**config.mk**
```make
export PLATFORM = sky130hd
export DESIGN_NAME = pipelined_priority_mux
export DESIGN_NICKNAME = d
export VERILOG_FILES = /design/src/rtl/pipelined_priority_mux.sv
export SDC_FILE = /design/constraint.sdc
export NUM_CORES = 1
export LEC_CHECK = 0
export BUFFER_PORTS_ARGS = -buffer_cell sky130_fd_sc_hd__clkbuf_2
export CAP_MARGIN = 10
export CORE_MARGIN = 2
export CORE_UTILIZATION = 58
export DETAILED_ROUTE_END_ITERATION = 6
export PLACE_DENSITY = 0.81
export SYNTH_ARGS = -nofsm -noshare
export SYNTH_HDL_FRONTEND = slang
export SYNTH_SLANG_ARGS = --single-unit
```
**constraint.sdc**
```tcl
create_clock -name clk -period 6.3 [get_ports clk]
set_clock_uncertainty 0.05 [all_clocks]
set_input_delay 0.315 -clock clk [delete_from_list [all_inputs] [get_ports clk]]
set_output_delay 0.315 -clock clk [all_outputs]
set_load 0.02 [all_outputs]
```
**src/rtl/pipelined_priority_mux.sv**
```systemverilog
// Pipelined N-way priority multiplexer: each stage resolves one channel group and
// passes the best {hit, idx, data} so far; no-hit beats can repeat the last hit value.
module pipelined_priority_mux #(
    parameter int N      = 16,
    parameter int W      = 8,
    parameter int STAGES = 2
) (
    input  logic                 clk,
    input  logic                 rst_n,
    input  logic                 in_valid,
    output logic                 in_ready,
    input  logic [N*W-1:0]       in_data,
    input  logic [N-1:0]         in_sel,
    input  logic                 msb_first,
    input  logic                 hold_mode,
    output logic                 out_valid,
    input  logic                 out_ready,
    output logic [W-1:0]         out_data,
    output logic                 out_hit,
    output logic [$clog2(N)-1:0] out_idx
);

    localparam int G  = N / STAGES;
    localparam int IW = $clog2(N);

    typedef struct packed {
        logic          hit;
        logic [IW-1:0] idx;
        logic [W-1:0]  data;
    } part_t;

    logic              advance;
    logic [W-1:0]      hold_reg;

    logic [STAGES-1:0] stg_valid;
    logic [N-1:0]      stg_sel  [STAGES];
    logic [N*W-1:0]    stg_data [STAGES];
    logic              stg_msb  [STAGES];
    logic              stg_hold [STAGES];
    part_t             stg_part [STAGES];

    logic [STAGES-1:0] cur_valid;
    logic [N-1:0]      cur_sel  [STAGES];
    logic [N*W-1:0]    cur_data [STAGES];
    logic              cur_msb  [STAGES];
    logic              cur_hold [STAGES];
    part_t             cur_part [STAGES];
    part_t             nxt_part [STAGES];

    // Groups are visited in priority direction, so an earlier hit always wins.
    function automatic part_t resolve(
        input logic [N-1:0]   sel,
        input logic [N*W-1:0] data,
        input logic           msb,
        input int             stage,
        input part_t          carried
    );
        part_t r;
        int    grp;
        int    base;
        r    = carried;
        grp  = msb ? (STAGES - 1 - stage) : stage;
        base = grp * G;
        if (!carried.hit) begin
            if (msb) begin
                for (int j = 0; j < G; j++) begin
                    if (sel[base + j]) begin
                        r.hit  = 1'b1;
                        r.idx  = IW'(base + j);
                        r.data = data[(base + j) * W +: W];
                    end
                end
            end else begin
                for (int j = G - 1; j >= 0; j--) begin
                    if (sel[base + j]) begin
                        r.hit  = 1'b1;
                        r.idx  = IW'(base + j);
                        r.data = data[(base + j) * W +: W];
                    end
                end
            end
        end
        return r;
    endfunction

    assign advance  = !out_valid || out_ready;
    assign in_ready = advance;

    always_comb begin
        cur_valid = '0;
        for (int s = 0; s < STAGES; s++) begin
            if (s == 0) begin
                cur_valid[s] = in_valid;
                cur_sel[s]   = in_sel;
                cur_data[s]  = in_data;
                cur_msb[s]   = msb_first;
                cur_hold[s]  = hold_mode;
                cur_part[s]  = '0;
            end else begin
                cur_valid[s] = stg_valid[s-1];
                cur_sel[s]   = stg_sel[s-1];
                cur_data[s]  = stg_data[s-1];
                cur_msb[s]   = stg_msb[s-1];
                cur_hold[s]  = stg_hold[s-1];
                cur_part[s]  = stg_part[s-1];
            end
            nxt_part[s] = resolve(cur_sel[s], cur_data[s], cur_msb[s], s, cur_part[s]);
        end
    end

    // The whole pipeline shifts together; a stall freezes every stage.
    always_ff @(posedge clk) begin
        if (!rst_n) begin
            stg_valid <= '0;
            for (int s = 0; s < STAGES; s++) begin
                stg_sel[s]  <= '0;
                stg_data[s] <= '0;
                stg_msb[s]  <= 1'b0;
                stg_hold[s] <= 1'b0;
                stg_part[s] <= '0;
            end
        end else if (advance) begin
            stg_valid <= cur_valid;
            for (int s = 0; s < STAGES; s++) begin
                stg_sel[s]  <= cur_sel[s];
                stg_data[s] <= cur_data[s];
                stg_msb[s]  <= cur_msb[s];
                stg_hold[s] <= cur_hold[s];
                stg_part[s] <= nxt_part[s];
            end
        end
    end

    // Only a delivered hit updates the held value; bubbles and stalls leave it alone.
    always_ff @(posedge clk) begin
        if (!rst_n) begin
            hold_reg <= '0;
        end else if (out_valid && out_ready && out_hit) begin
            hold_reg <= stg_part[STAGES-1].data;
        end
    end

    assign out_valid = stg_valid[STAGES-1];
    assign out_hit   = stg_part[STAGES-1].hit;
    assign out_idx   = stg_part[STAGES-1].hit ? stg_part[STAGES-1].idx : '0;
    assign out_data  = stg_part[STAGES-1].hit  ? stg_part[STAGES-1].data :
                       stg_hold[STAGES-1]      ? hold_reg : '0;

endmodule

```
Word level (Yosys, flattened, before mapping)
Memories as Yosys holds them, arrays and structs flattened. Cells that the tools add are included.

Input port bits: 150. Output and inout port bits: 15. Memories: 5. Memory bits (writable): 318. Word-level logic and storage cells: 169. Bits in registers: 10.

Memories: stg_data (words 2, bits a word 128, rd ports 1, clocked after memory_dff 0, wr ports 2, RTL line 37) `logic [N*W-1:0] stg_data [STAGES];`; stg_sel (words 2, bits a word 16, rd ports 1, clocked after memory_dff 0, wr ports 2, RTL line 36) `logic [N-1:0] stg_sel [STAGES];`; stg_part (words 2, bits a word 13, rd ports 2, clocked after memory_dff 0, wr ports 2, RTL line 40) `part_t stg_part [STAGES];`; stg_hold (words 2, bits a word 1, rd ports 2, clocked after memory_dff 0, wr ports 2, RTL line 39) `logic stg_hold [STAGES];`; stg_msb (words 2, bits a word 1, rd ports 1, clocked after memory_dff 0, wr ports 2, RTL line 38) `logic stg_msb [STAGES];`.

Shifts and indexed selects: 16. Add/sub/neg operators: 14. Reduce and logical (&&, ||, !) cells: 4. Bitwise gates (word level): 10. Multiplexer cells: 102. Order comparisons: 16.

Operators by type and width (count): $shiftx 128x9->8 (14); $mux 13 (37); $lt 32x6->1 const B (14); $mux 128 (2); $shiftx 128x8->8 (2); $bmux 1 s4 (14); $mux 1 (44); $add 4x3->5 const B (8); $mux 16 (2); $add 4x2->5 const B (4); $mux 8 (2); $add 4x1->5 const B (2); $lt 4x5->1 const B (2); $or 1x1->1 (10); $mux 4 (1); $logic_and 1x1->1 (2); $logic_not 1->1 (1); $logic_or 1x1->1 (1).

Longest topological paths before layout
Gate-level depths: netlist of run 1. An unclocked memory read counts as a cell.

Word-level depth: 17. Mapped depth: 10. Gate-level depth less buffers: 6.

Worst setup path before layout of run 1
Ideal clock, no wire load.

Path type: input to register. Start: in rst_n. End: mem stg_data[0][0] in the netlist's numbering, enable pin. Data required time: 4836 ps. Data arrival time: 3629 ps. Path slack: 1208 ps. Setup time: 1414 ps. Path buffers: 2. Stages: 3. Cell sequence: clkbuf_1 clkbuf_1 nand2_1.

RTL lines: start: declaration (RTL line 9) `input logic rst_n,`; end: declaration (RTL line 37).

==> results of run 1 <==
==> metal layers <==
layer  wire [um]  share of wire [%]
met2       17000                 45
met1       14700                 39
met5           0                  0
met4        1700                4.5
met3        4440                 12
==> final timing paths <==
| kind | to | start | depth (start not counted) |
|---|---|---|---|
| max | stg_part[0][2] | stg_valid[1] | 7 |
| min | stg_valid[0] | in_valid | 3 |
| max reg2reg | stg_part[0][2] | stg_valid[1] | 7 |
| min reg2reg | stg_valid[0] | stg_valid[0] | 2 |
==> where the power goes <==
group	internal (W)	switching, W	leakage, nW
Clock	0.000522	0.000525	0.272
Combinational	0.000214	0.000370	2.94
Sequential	0.00143	0.0000751	2.07
==> worst max-delay path, cell delays in order, from the launching register on <==
cell,delay (ns)
sky130_fd_sc_hd__dfxtp_1,0.32
sky130_fd_sc_hd__nor2b_1,0.20
sky130_fd_sc_hd__inv_2,0.69
sky130_fd_sc_hd__buf_4,0.68
sky130_fd_sc_hd__and2_1,0.42
sky130_fd_sc_hd__nand2b_1,0.26
sky130_fd_sc_hd__a21oi_1,0.20
sky130_fd_sc_hd__o22a_1,0.16
==> final cells by class <==
type,instances,area [um2]
clock buffers,17,425
clock inverters,15,138
fillers,1592,6740
inverters,12,45.0
multi-input cells,840,5310
flip-flops and latches,183,5400
well taps,265,332
repair buffers,173,891
==> placed cells by master, fill, tap and decap left out, types with 17 or more instances in the layout <==
cell type                     n
sky130_fd_sc_hd__edfxtp_1   173
sky130_fd_sc_hd__clkbuf_16   17
sky130_fd_sc_hd__o22ai_1     24
sky130_fd_sc_hd__mux2i_1     49
sky130_fd_sc_hd__and3_1     142
sky130_fd_sc_hd__clkbuf_2   162
sky130_fd_sc_hd__a221oi_1    31
sky130_fd_sc_hd__o21ai_0     63
sky130_fd_sc_hd__nor2b_1     30
sky130_fd_sc_hd__nor2_1      47
sky130_fd_sc_hd__mux2_2      20
sky130_fd_sc_hd__nand2_1    136
sky130_fd_sc_hd__a21oi_1     99
==> per-stage QoR <==
| stage | area (um2) | total power, W | utilization, % | worst slack (ns) |
|---|---|---|---|---|
| after floorplan | 11300 | 0.00187 | - | 1.21 |
| after global placement | 12000 | 0.00208 | 62.1 | 3.26 |
| after detailed placement | 12000 | 0.00209 | 62.1 | 3.24 |
| after CTS | 12500 | 0.00311 | 65.1 | 3.24 |
| after global routing | 12500 | 0.00322 | 65.1 | 2.89 |
| final | 12500 | 0.00314 | 65.1 | 3.13 |
==> cells by family (layout without fill, tap and decap cells) <==
logic type	after synthesis	in the layout	share of synthesized area, %
flip-flops	183	183	47.8
AND/OR/NAND/NOR	419	419	19.3
AO/OA/AOI/OAI	350	350	21.1
buffers and inverters	119	217	5.16
multiplexers	71	71	6.59
==> summary.log, run 1 <==
[route] detail-routed net length per standard cell 25.2 um
[route] total number of vias 10247
[hold_path] hold crit path type primary input to flop
[synth] area share of the largest cell type after synthesis 46.1%
[route] number of iterations in the first detailed-routing pass 7
[die] die boundary width 143 um
[route] DRC errors left 1
[route] detailed-route vias per instance 6.81
[global_route] first-pass GRT wire length 56000 um
[power_and_ir_drop] pwr/cell area 250 nW/um2
[finish] leading registers by flop count stg_data: 128 flops, stg_part: 26 flops, stg_sel: 16 flops
[global_route] GRT Residual Overflow 0
[synth] top cells by area in the synthesized netlist sky130_fd_sc_hd__edfxtp_1 46%, sky130_fd_sc_hd__and3_1 7.9%, sky130_fd_sc_hd__nand2_1 4.6%
[timing] unrepaired setup endpoints after global routing false
[synth] Synthesized Nets 1292
[synth] commonest register cell after synthesis sky130_fd_sc_hd__edfxtp_1
[timing] period utilisation layout 50.4%
[run_status] failing checks DRC
[worst_setup_path] required time of the worst setup path 6.57 ns
[die] Die Y 143 um
[synth] library cell occupying the most area in the post-synthesis netlist sky130_fd_sc_hd__edfxtp_1
[clock_network] CTS tree yes
[timing] clock period minus final worst setup slack 3.17 ns
[clock_network] clk sink count 183
[placed_design] post-detailed-placement half-perimeter wirelength 27300 um
[synth] average size of a mapped cell 9.88 um2
[clock_network] CTS clk-pin slew, worst paths 0.08 ns
[worst_setup_path] largest fanout on the critical path 83
[clock_network] H-tree level count 4
[run_status] status finished with violations
[timing] relative slew slack 24.3%
[worst_setup_path] sort of element at the end of the critical path flop
[synth] Post-synth EDFFs 173
[finish] fraction of final layout cells with drive strength greater than 1 20.1%
[flow_run] # Max-Cap Violations 0
[die] top-level port count 165
[worst_setup_path] category of the most critical setup path flop to flop
[finish] number of flip-flops under the largest register name 128
[global_route] met1 Use GR 50.6%
[route] total wire length after detailed routing 37900 um
[die] core footprint 19300 um2
[global_route] met3 layer usage reported by global route 8.90%
[timing] setup violators final 0
[finish] Final #Nets 1377
[die] starting utilization of the core area 58.5%
[finish] diode count 0
[synth] register bit total from synthesis 183
[route] violation count after the first detailed-routing iteration 1530
[power_and_ir_drop] static leakage power 5.29 nW
[clock_network] Post-CTS Hold Buffers 0
[clock_network] Post-CTS Setup Inserts 0
[worst_setup_path] CP arrival 3.44 ns
[global_route] antenna violations before repair 0
[clock_network] clock network latency to the later pin of the worst-skew pair 0.45 ns
[power_and_ir_drop] Worst IR Drop VDD 0.196 mV
[synth] count leader, synth sky130_fd_sc_hd__edfxtp_1
[timing] Least-Margin Pin Slew 1.14 ns
[synth] share of synthesized area occupied by flip-flops and latches 47.8%
[die] die area 20600 um2
[route] count of nets left with antenna violations after detail routing 0
[finish] Layout area overhead 11.1%
[global_route] overall global routing resource usage 36.9%
[die] number of rows created at floorplan 51
[finish] Top reg by flops stg_data
[clock_network] Inserted Clock Buffers 17
[synth] FFs w/ async S/R, synth 0%
[timing] worst-case hold slack 0.0624 ns
[synth] Netlist Area Pre-Place 11300 um2
[placed_design] routability cong. 1.02
[worst_setup_path] Register-to-Register Setup Slack 3.13 ns
[placed_design] Placed Cells 1473
[clock_network] CTS Root Cell sky130_fd_sc_hd__clkbuf_16
[synth] synthesized instance count 1142
[clock_network] Resized Gates After CTS 0
[timing] final count of pins violating max slew 0
[synth] yosys warns 0
[worst_setup_path] Critical Path Start Type flop
[clock_network] maximum clock insertion buffer count 2
[timing] Setup Total Neg Slack 0 ns
[timing] top achievable clock speed 315 MHz
[finish] final standard cell count with taps included and fillers excluded 1505
[synth] top post-synthesis cells by count 173 x sky130_fd_sc_hd__edfxtp_1, 142 x sky130_fd_sc_hd__and3_1, 137 x sky130_fd_sc_hd__nand2_1, 99 x sky130_fd_sc_hd__a21oi_1, 64 x sky130_fd_sc_hd__clkbuf_1
[placed_design] number of port buffers 164
[synth] post-synth cell types 74
[global_route] global route hottest layer met2
[timing] final number of hold-violating endpoints 0
[global_route] pin count of the biggest net entering global routing 106
[global_route] number of global-route vias before repair 9517
[global_route] met2 usage 56.2%
(Power assumes the default switching activity.)
==> run 2, diff against run 1 <==
--- a/config.mk
+++ b/config.mk
@@ -5,12 +5,13 @@
 export SDC_FILE = /design/constraint.sdc
 export NUM_CORES = 1
 export LEC_CHECK = 0
+export ABC_AREA = 1
 export BUFFER_PORTS_ARGS = -buffer_cell sky130_fd_sc_hd__clkbuf_2
 export CAP_MARGIN = 10
 export CORE_MARGIN = 2
-export CORE_UTILIZATION = 58
+export CORE_UTILIZATION = 59
 export DETAILED_ROUTE_END_ITERATION = 6
-export PLACE_DENSITY = 0.81
+export PLACE_DENSITY = 0.82
 export SYNTH_ARGS = -nofsm -noshare
 export SYNTH_HDL_FRONTEND = slang
 export SYNTH_SLANG_ARGS = --single-unit
==> constraint.sdc (replaced) <==
create_clock -name clk -period 3.3 [get_ports clk]
set_clock_uncertainty 0.05 [all_clocks]
set_input_delay 0.165 -clock clk [delete_from_list [all_inputs] [get_ports clk]]
set_output_delay 0.165 -clock clk [all_outputs]
set_load 0.02 [all_outputs]
==> run 2 against run 1 <==
Via count up 15%. Maximum frequency up 20%. Setup slack worse by 2.5 ns. Core utilization up 7.6 points. Highest routed layer unchanged. Largest power group unchanged. Synthesized cell count up 46%. Die area up 2.8%. Sequential cell count unchanged. Hold slack worse by 0.072 ns. The run ends with hold timing left.
==> summary.log, run 2 <==
[clock_network] Post-CTS Setup Inserts 0
[worst_setup_path] largest fanout on the critical path 24
[synth] share of synthesized area occupied by flip-flops and latches 45.7%
[die] Die Y 145 um
[die] top-level port count 165
[global_route] number of global-route vias before repair 11030
[finish] diode count 0
[synth] top post-synthesis cells by count 630 x sky130_fd_sc_hd__nand2_1, 231 x sky130_fd_sc_hd__inv_1, 194 x sky130_fd_sc_hd__nor2_1, 173 x sky130_fd_sc_hd__edfxtp_1, 111 x sky130_fd_sc_hd__o21ai_0
[timing] final count of pins violating max slew 0
[finish] number of flip-flops under the largest register name 128
[finish] commonest non-fill, non-tap cell in the layout sky130_fd_sc_hd__nand2_1
[route] number of iterations in the first detailed-routing pass 6
[timing] setup violators final 0
[synth] average size of a mapped cell 7.06 um2
[global_route] first-pass GRT wire length 58500 um
[run_status] status finished with violations
[power_and_ir_drop] pwr/cell area 450 nW/um2
[timing] clock period minus final worst setup slack 2.64 ns
[power_and_ir_drop] overall power consumption 0.00638 W
[synth] area share of the largest cell type after synthesis 44.0%
[worst_setup_path] critical register-to-register path endpoint stg_part[0][15]
[clock_network] CTS Root Cell sky130_fd_sc_hd__clkbuf_16
[route] total number of vias 11776
[route] count of nets left with antenna violations after detail routing 0
[die] number of rows created at floorplan 51
[route] DRC errors left 0
[synth] synthesized instance count 1673
[timing] worst-case hold slack -0.00968 ns
[clock_network] maximum clock insertion buffer count 2
[finish] leading registers by flop count stg_data: 128 flops, stg_part: 26 flops, stg_sel: 16 flops
[global_route] antenna violations before repair 0
[route] detailed-route vias per instance 5.44
[worst_setup_path] category of the most critical setup path flop to flop
[finish] Top reg by flops stg_data
[power_and_ir_drop] Worst IR Drop VDD 0.370 mV
[synth] Post-synth EDFFs 173
[timing] period utilisation layout 80.0%
[clock_network] Resized Gates After CTS 0
[timing] relative slew slack 47.5%
[synth] Netlist Area Pre-Place 11800 um2
[run_status] failing checks hold timing
[route] detail-routed net length per standard cell 17.2 um
[route] total wire length after detailed routing 37300 um
[clock_network] CTS clk-pin slew, worst paths 0.07 ns
[route] violation count after the first detailed-routing iteration 1462
[placed_design] number of port buffers 164
[synth] commonest register cell after synthesis sky130_fd_sc_hd__edfxtp_1
[global_route] GRT Residual Overflow 0
[finish] most used cells in the layout excluding fill and tap cells 629 x sky130_fd_sc_hd__nand2_1, 231 x sky130_fd_sc_hd__inv_1, 194 x sky130_fd_sc_hd__nor2_1, 173 x sky130_fd_sc_hd__edfxtp_1, 163 x sky130_fd_sc_hd__clkbuf_2
[power_and_ir_drop] static leakage power 7.28 nW
[synth] yosys warns 0
[synth] count leader, synth sky130_fd_sc_hd__nand2_1
[synth] Synthesized Nets 1823
[worst_setup_path] required time of the worst setup path 3.41 ns
[clock_network] clk sink count 183
[die] starting utilization of the core area 60.5%
[clock_network] CTS tree yes
[clock_network] Inserted Clock Buffers 17
[finish] fraction of final layout cells with drive strength greater than 1 13.6%
[synth] post-synth cell types 36
[global_route] pin count of the biggest net entering global routing 119
[worst_setup_path] capture point of the critical path stg_part[0][15]
[placed_design] routability cong. 0.964
[synth] top cells by area in the synthesized netlist sky130_fd_sc_hd__edfxtp_1 44%, sky130_fd_sc_hd__nand2_1 20%, sky130_fd_sc_hd__inv_1 7.3%
[worst_setup_path] source of the critical timing path stg_msb[0]
[die] die area 21200 um2
[worst_setup_path] count of cells along the worst register-to-register path 15
[timing] Least-Margin Pin Slew 0.785 ns
[flow_run] # Max-Cap Violations 0
[hold_path] hold crit path type primary input to flop
[worst_setup_path] sort of element at the end of the critical path flop
[synth] FFs w/ async S/R, synth 0%
[timing] Setup Total Neg Slack 0 ns
[clock_network] clock network latency to the later pin of the worst-skew pair 0.45 ns
[finish] Layout area overhead 20.1%
[worst_setup_path] CP arrival 2.75 ns
[timing] final number of hold-violating endpoints 3
[synth] library cell occupying the most area in the post-synthesis netlist sky130_fd_sc_hd__edfxtp_1
[clock_network] Post-CTS Hold Buffers 93
[worst_setup_path] Critical Path Start Type flop
[synth] register bit total from synthesis 183
[timing] unrepaired setup endpoints after global routing false
[global_route] overall global routing resource usage 35.4%
[die] die boundary width 145 um
[finish] Final #Nets 2037
[worst_setup_path] launching point of the worst reg2reg path stg_msb[0]
[die] core footprint 19500 um2
[clock_network] H-tree level count 4
[timing] top achievable clock speed 379 MHz
[worst_setup_path] Register-to-Register Setup Slack 0.66 ns
[placed_design] post-detailed-placement half-perimeter wirelength 25300 um
==> run 2: cell types whose count changed in the layout (fill, tap and decap cells not counted), sizes merged, moves of 51 or more <==
cell         previous run  this run
a21oi                 100        38
mux2i                  51         0
and3                  142         0
nand2                 137       643
nor2                   51       201
inv                    18       253
dlygate4sd3             0        93
o21ai                  66       179
==> run 2: where the power goes <==
group | internal, W | switching, W
combinational | 0.000465 | 0.000946
clock | 0.00110 | 0.00105
sequential | 0.00273 | 0.0000867
==> run 2: critical path: stages (launching register included) <==
cell	delay, ns
sky130_fd_sc_hd__edfxtp_1	0.45
sky130_fd_sc_hd__buf_4	0.33
sky130_fd_sc_hd__buf_4	0.31
sky130_fd_sc_hd__nand2_2	0.10
sky130_fd_sc_hd__nand2_4	0.22
sky130_fd_sc_hd__inv_2	0.15
sky130_fd_sc_hd__nand3_1	0.09
sky130_fd_sc_hd__nand3_1	0.08
sky130_fd_sc_hd__nand2_1	0.08
sky130_fd_sc_hd__nand2_1	0.07
sky130_fd_sc_hd__nand2_1	0.06
sky130_fd_sc_hd__nand2_1	0.04
sky130_fd_sc_hd__nand2_1	0.05
sky130_fd_sc_hd__nand2_1	0.08
sky130_fd_sc_hd__nand2_1	0.08
sky130_fd_sc_hd__a21oi_1	0.09
==> run 2: stage by stage <==
stage / instance area (um2) / std cells / utilization [%] / setup slack (ns) / hold WS (ns)
after floorplan: 11800 / 1673 / - / 0.847 / 0.228
after global placement: 12600 / 2040 / 64.8 / 0.727 / 0.349
after detailed placement: 12600 / 2040 / 64.8 / 0.720 / 0.346
after CTS: 14200 / 2165 / 72.6 / 0.704 / 0.000393
after global routing: 14200 / 2165 / 72.6 / 0.458 / 0.00104
final: 14200 / 2165 / 72.6 / 0.660 / -0.00968
==> run 2: per-layer routing <==
layer  part of all wire, %  track usage (%)  vias up
met5                     0                0        -
met4                   3.6             12.7        0
met3                   8.7             5.52       95
met2                    48             59.3      685
met1                    39             47.0     5328
li1                      -                -     5668
==> run 2: final cells by class <==
cell class                      count  area (um2)
Inverter                          247         935
Sequential cell                   183        5400
Multi-Input combinational cell   1163        5000
Clock buffer                       18         429
Clock inverter                     14         180
Timing Repair Buffer              275        1910
Tap cell                          265         332
Fill cell                        1546        5340
==> run 2: kinds of logic after synthesis <==
family / after synthesis / share of synthesized area, %
buf+inv: 327 / 12.1
flops: 183 / 45.7
simple gates: 931 / 31.6
compound gates: 232 / 10.6
==> run 2: worst min-delay path by stage <==
stage,cells after the start,startpoint,end
global placement,3,in_valid,stg_valid[0]
global route,3,in_data[80],stg_data[0][80]
finish,3,in_data[118],stg_data[0][118]
detailed placement,3,in_valid,stg_valid[0]
CTS,3,in_data[23],stg_data[0][23]
floorplan,2,in_valid,stg_valid[0]
==> run 3, diff against run 2 <==
--- a/config.mk
+++ b/config.mk
@@ -9,9 +9,9 @@
 export BUFFER_PORTS_ARGS = -buffer_cell sky130_fd_sc_hd__clkbuf_2
 export CAP_MARGIN = 10
 export CORE_MARGIN = 2
-export CORE_UTILIZATION = 59
+export CORE_UTILIZATION = 53
 export DETAILED_ROUTE_END_ITERATION = 6
-export PLACE_DENSITY = 0.82
+export PLACE_DENSITY = 0.77
 export SYNTH_ARGS = -nofsm -noshare
 export SYNTH_HDL_FRONTEND = slang
 export SYNTH_SLANG_ARGS = --single-unit
==> constraint.sdc (replaced) <==
create_clock -name clk -period 2.2 [get_ports clk]
set_clock_uncertainty 0.05 [all_clocks]
set_input_delay 0.11 -clock clk [delete_from_list [all_inputs] [get_ports clk]]
set_output_delay 0.11 -clock clk [all_outputs]
set_load 0.02 [all_outputs]
==> run 3 against run 2 <==
The run ends with DRC left. First-iteration DRC count is 10% higher. Final area is 9.5% higher. Largest cell class unchanged. Sequential power is 51% higher. Wire length is 12% higher. Hold slack better by 0.022 ns. Critical path type unchanged. Register-to-register slack worse by 0.65 ns. Core utilization is 1.5 points lower. Highest routed layer unchanged. Count of clock-buffer cells in the layout is 1 lower. Power is 58% higher. Setup slack worse by 0.65 ns. Cell count is 6.8% higher.
==> summary.log, run 3 (synthesis results as in run 2) <==
[clock_network] Inserted Clock Buffers 17
[global_route] antenna violations before repair 0
[route] highest routing layer actually used met4
[finish] Fill cells 1709
[finish] fraction of final layout cells with drive strength greater than 1 17.1%
[die] die area 23500 um2
[finish] number of flip-flops under the largest register name 128
[finish] Final #Nets 2170
[timing] Least-Margin Pin Slew 0.795 ns
[route] count of nets left with antenna violations after detail routing 0
[die] number of rows created at floorplan 54
[global_route] number of global-route vias before repair 12100
[finish] commonest non-fill, non-tap cell in the layout sky130_fd_sc_hd__nand2_1
[die] Die Y 153 um
[global_route] GRT Residual Overflow 0
[run_status] failing checks DRC
[timing] relative slew slack 47.0%
[flow_run] # Max-Cap Violations 0
[hold_path] hold crit path type primary input to flop
[route] total wire length after detailed routing 41900 um
[timing] top achievable clock speed 456 MHz
[clock_network] clk sink count 183
[worst_setup_path] required time of the worst setup path 2.45 ns
[power_and_ir_drop] pwr/cell area 648 nW/um2
[finish] Layout area overhead 31.6%
[clock_network] clock network latency to the later pin of the worst-skew pair 0.46 ns
[global_route] first-pass GRT wire length 64800 um
[global_route] overall global routing resource usage 35.5%
[die] core footprint 21800 um2
[finish] leading registers by flop count stg_data: 128 flops, stg_part: 26 flops, stg_sel: 16 flops
[timing] final number of hold-violating endpoints 0
[route] met3 WL post-DR 3630 um
[route] detail-routed net length per standard cell 18.1 um
[route] Met1 Wirelength 16800 um
[worst_setup_path] Critical Path Start Type flop
[power_and_ir_drop] overall power consumption 0.0101 W
[run_status] status finished with violations
[clock_network] H-tree level count 4
[route] DRC errors left 1
[clock_network] maximum clock insertion buffer count 2
[die] die boundary width 153 um
[timing] worst-case hold slack 0.0124 ns
[clock_network] CTS clk-pin slew, worst paths 0.08 ns
[clock_network] CTS tree yes
[power_and_ir_drop] static leakage power 7.96 nW
[worst_setup_path] CP arrival 2.44 ns
[clock_network] CTS Root Cell sky130_fd_sc_hd__clkbuf_16
[route] Met2 Wirelength 20100 um
[timing] period utilisation layout 99.6%
[finish] diode count 0
[placed_design] post-detailed-placement half-perimeter wirelength 28400 um
[placed_design] number of port buffers 164
[die] top-level port count 165
[route] violation count after the first detailed-routing iteration 1614
[global_route] pin count of the biggest net entering global routing 148
[timing] unrepaired setup endpoints after global routing true
[power_and_ir_drop] Worst IR Drop VDD 0.510 mV
[timing] setup violators final 0
[route] detailed-route vias per instance 5.40
[worst_setup_path] sort of element at the end of the critical path flop
[finish] Top reg by flops stg_data
[worst_setup_path] largest fanout on the critical path 14
[route] number of iterations in the first detailed-routing pass 7
[finish] most used cells in the layout excluding fill and tap cells 627 x sky130_fd_sc_hd__nand2_1, 231 x sky130_fd_sc_hd__inv_1, 194 x sky130_fd_sc_hd__nor2_1, 173 x sky130_fd_sc_hd__edfxtp_1, 163 x sky130_fd_sc_hd__clkbuf_2
[route] total number of vias 12495
[placed_design] routability cong. 0.972
[die] starting utilization of the core area 54.1%
[worst_setup_path] category of the most critical setup path flop to flop
[timing] final count of pins violating max slew 0
[timing] clock period minus final worst setup slack 2.19 ns
## run 3: cell type report
type,count,area [um2],share of cell area [%]
sequential,183,5400,34.7
tap,280,350,2.26
inverter,247,956,6.15
timing repair inverter,2,20.0,0.129
clock buffer,17,425,2.74
clock inverter,15,196,1.26
multi-input combinational,1165,5050,32.5
timing repair buffer,404,3140,20.2
## run 3: worst paths after layout
path,startpoint,endpoint,slack [ns],cells past startpoint
min,out_ready,hold_reg[0],0.01,3
min reg2reg,hold_reg[4],hold_reg[4],0.42,2
max,stg_msb[0],stg_part[0][15],0.009,14
max reg2reg,stg_msb[0],stg_part[0][15],0.009,14
## run 3: layer usage
metal	GRT usage, %	vias up
li1	-	5939
met1	47.7	5724
met2	59.7	717
met3	4.93	115
met4	11.5	0
met5	0	-
## run 3: timing repair
item                                   in CTS  in global routing
buffers inserted                            2                  3
resized for setup                           6                 16
hold buffers                              145                  0
endpoints found under the hold margin     145                  0
pin swaps                                   1                  2
setup endpoints to repair                   3                 11
gates cloned                                1                  3
## run 3: where the power goes
part | internal (W) | switching [W] | total (W)
registers | 0.00410 | 0.000145 | 0.00425
clock network | 0.00166 | 0.00167 | 0.00333
logic | 0.000962 | 0.00153 | 0.00249
total | 0.00673 | 0.00334 | 0.0101
## run 3: critical path: stages (launching register included)
cell                       delay (ns)
sky130_fd_sc_hd__edfxtp_1        0.50
sky130_fd_sc_hd__buf_4           0.20
sky130_fd_sc_hd__inv_6           0.12
sky130_fd_sc_hd__buf_12          0.15
sky130_fd_sc_hd__nand2_1         0.06
sky130_fd_sc_hd__nand2_1         0.12
sky130_fd_sc_hd__nand2_1         0.10
sky130_fd_sc_hd__o21ai_1         0.18
sky130_fd_sc_hd__buf_4           0.13
sky130_fd_sc_hd__inv_1           0.03
sky130_fd_sc_hd__nand2_1         0.06
sky130_fd_sc_hd__nand2_1         0.05
sky130_fd_sc_hd__nand2_1         0.07
sky130_fd_sc_hd__nand2_1         0.06
sky130_fd_sc_hd__a21oi_2         0.15
## run 3: per-stage QoR
| stage | cells | setup TNS, ns | setup WS (ns) | cell area (um2) | utilization (%) |
|---|---|---|---|---|---|
| after floorplan | 1673 | 0 | 0.0374 | 11800 | - |
| after global placement | 2127 | 0 | 0.0149 | 13300 | 61.0 |
| after detailed placement | 2127 | -0.0172 | -0.0172 | 13300 | 61.0 |
| after CTS | 2307 | 0 | 0.00293 | 15400 | 70.8 |
| after global routing | 2313 | -0.880 | -0.132 | 15500 | 71.2 |
| final | 2313 | 0 | 0.00933 | 15500 | 71.2 |
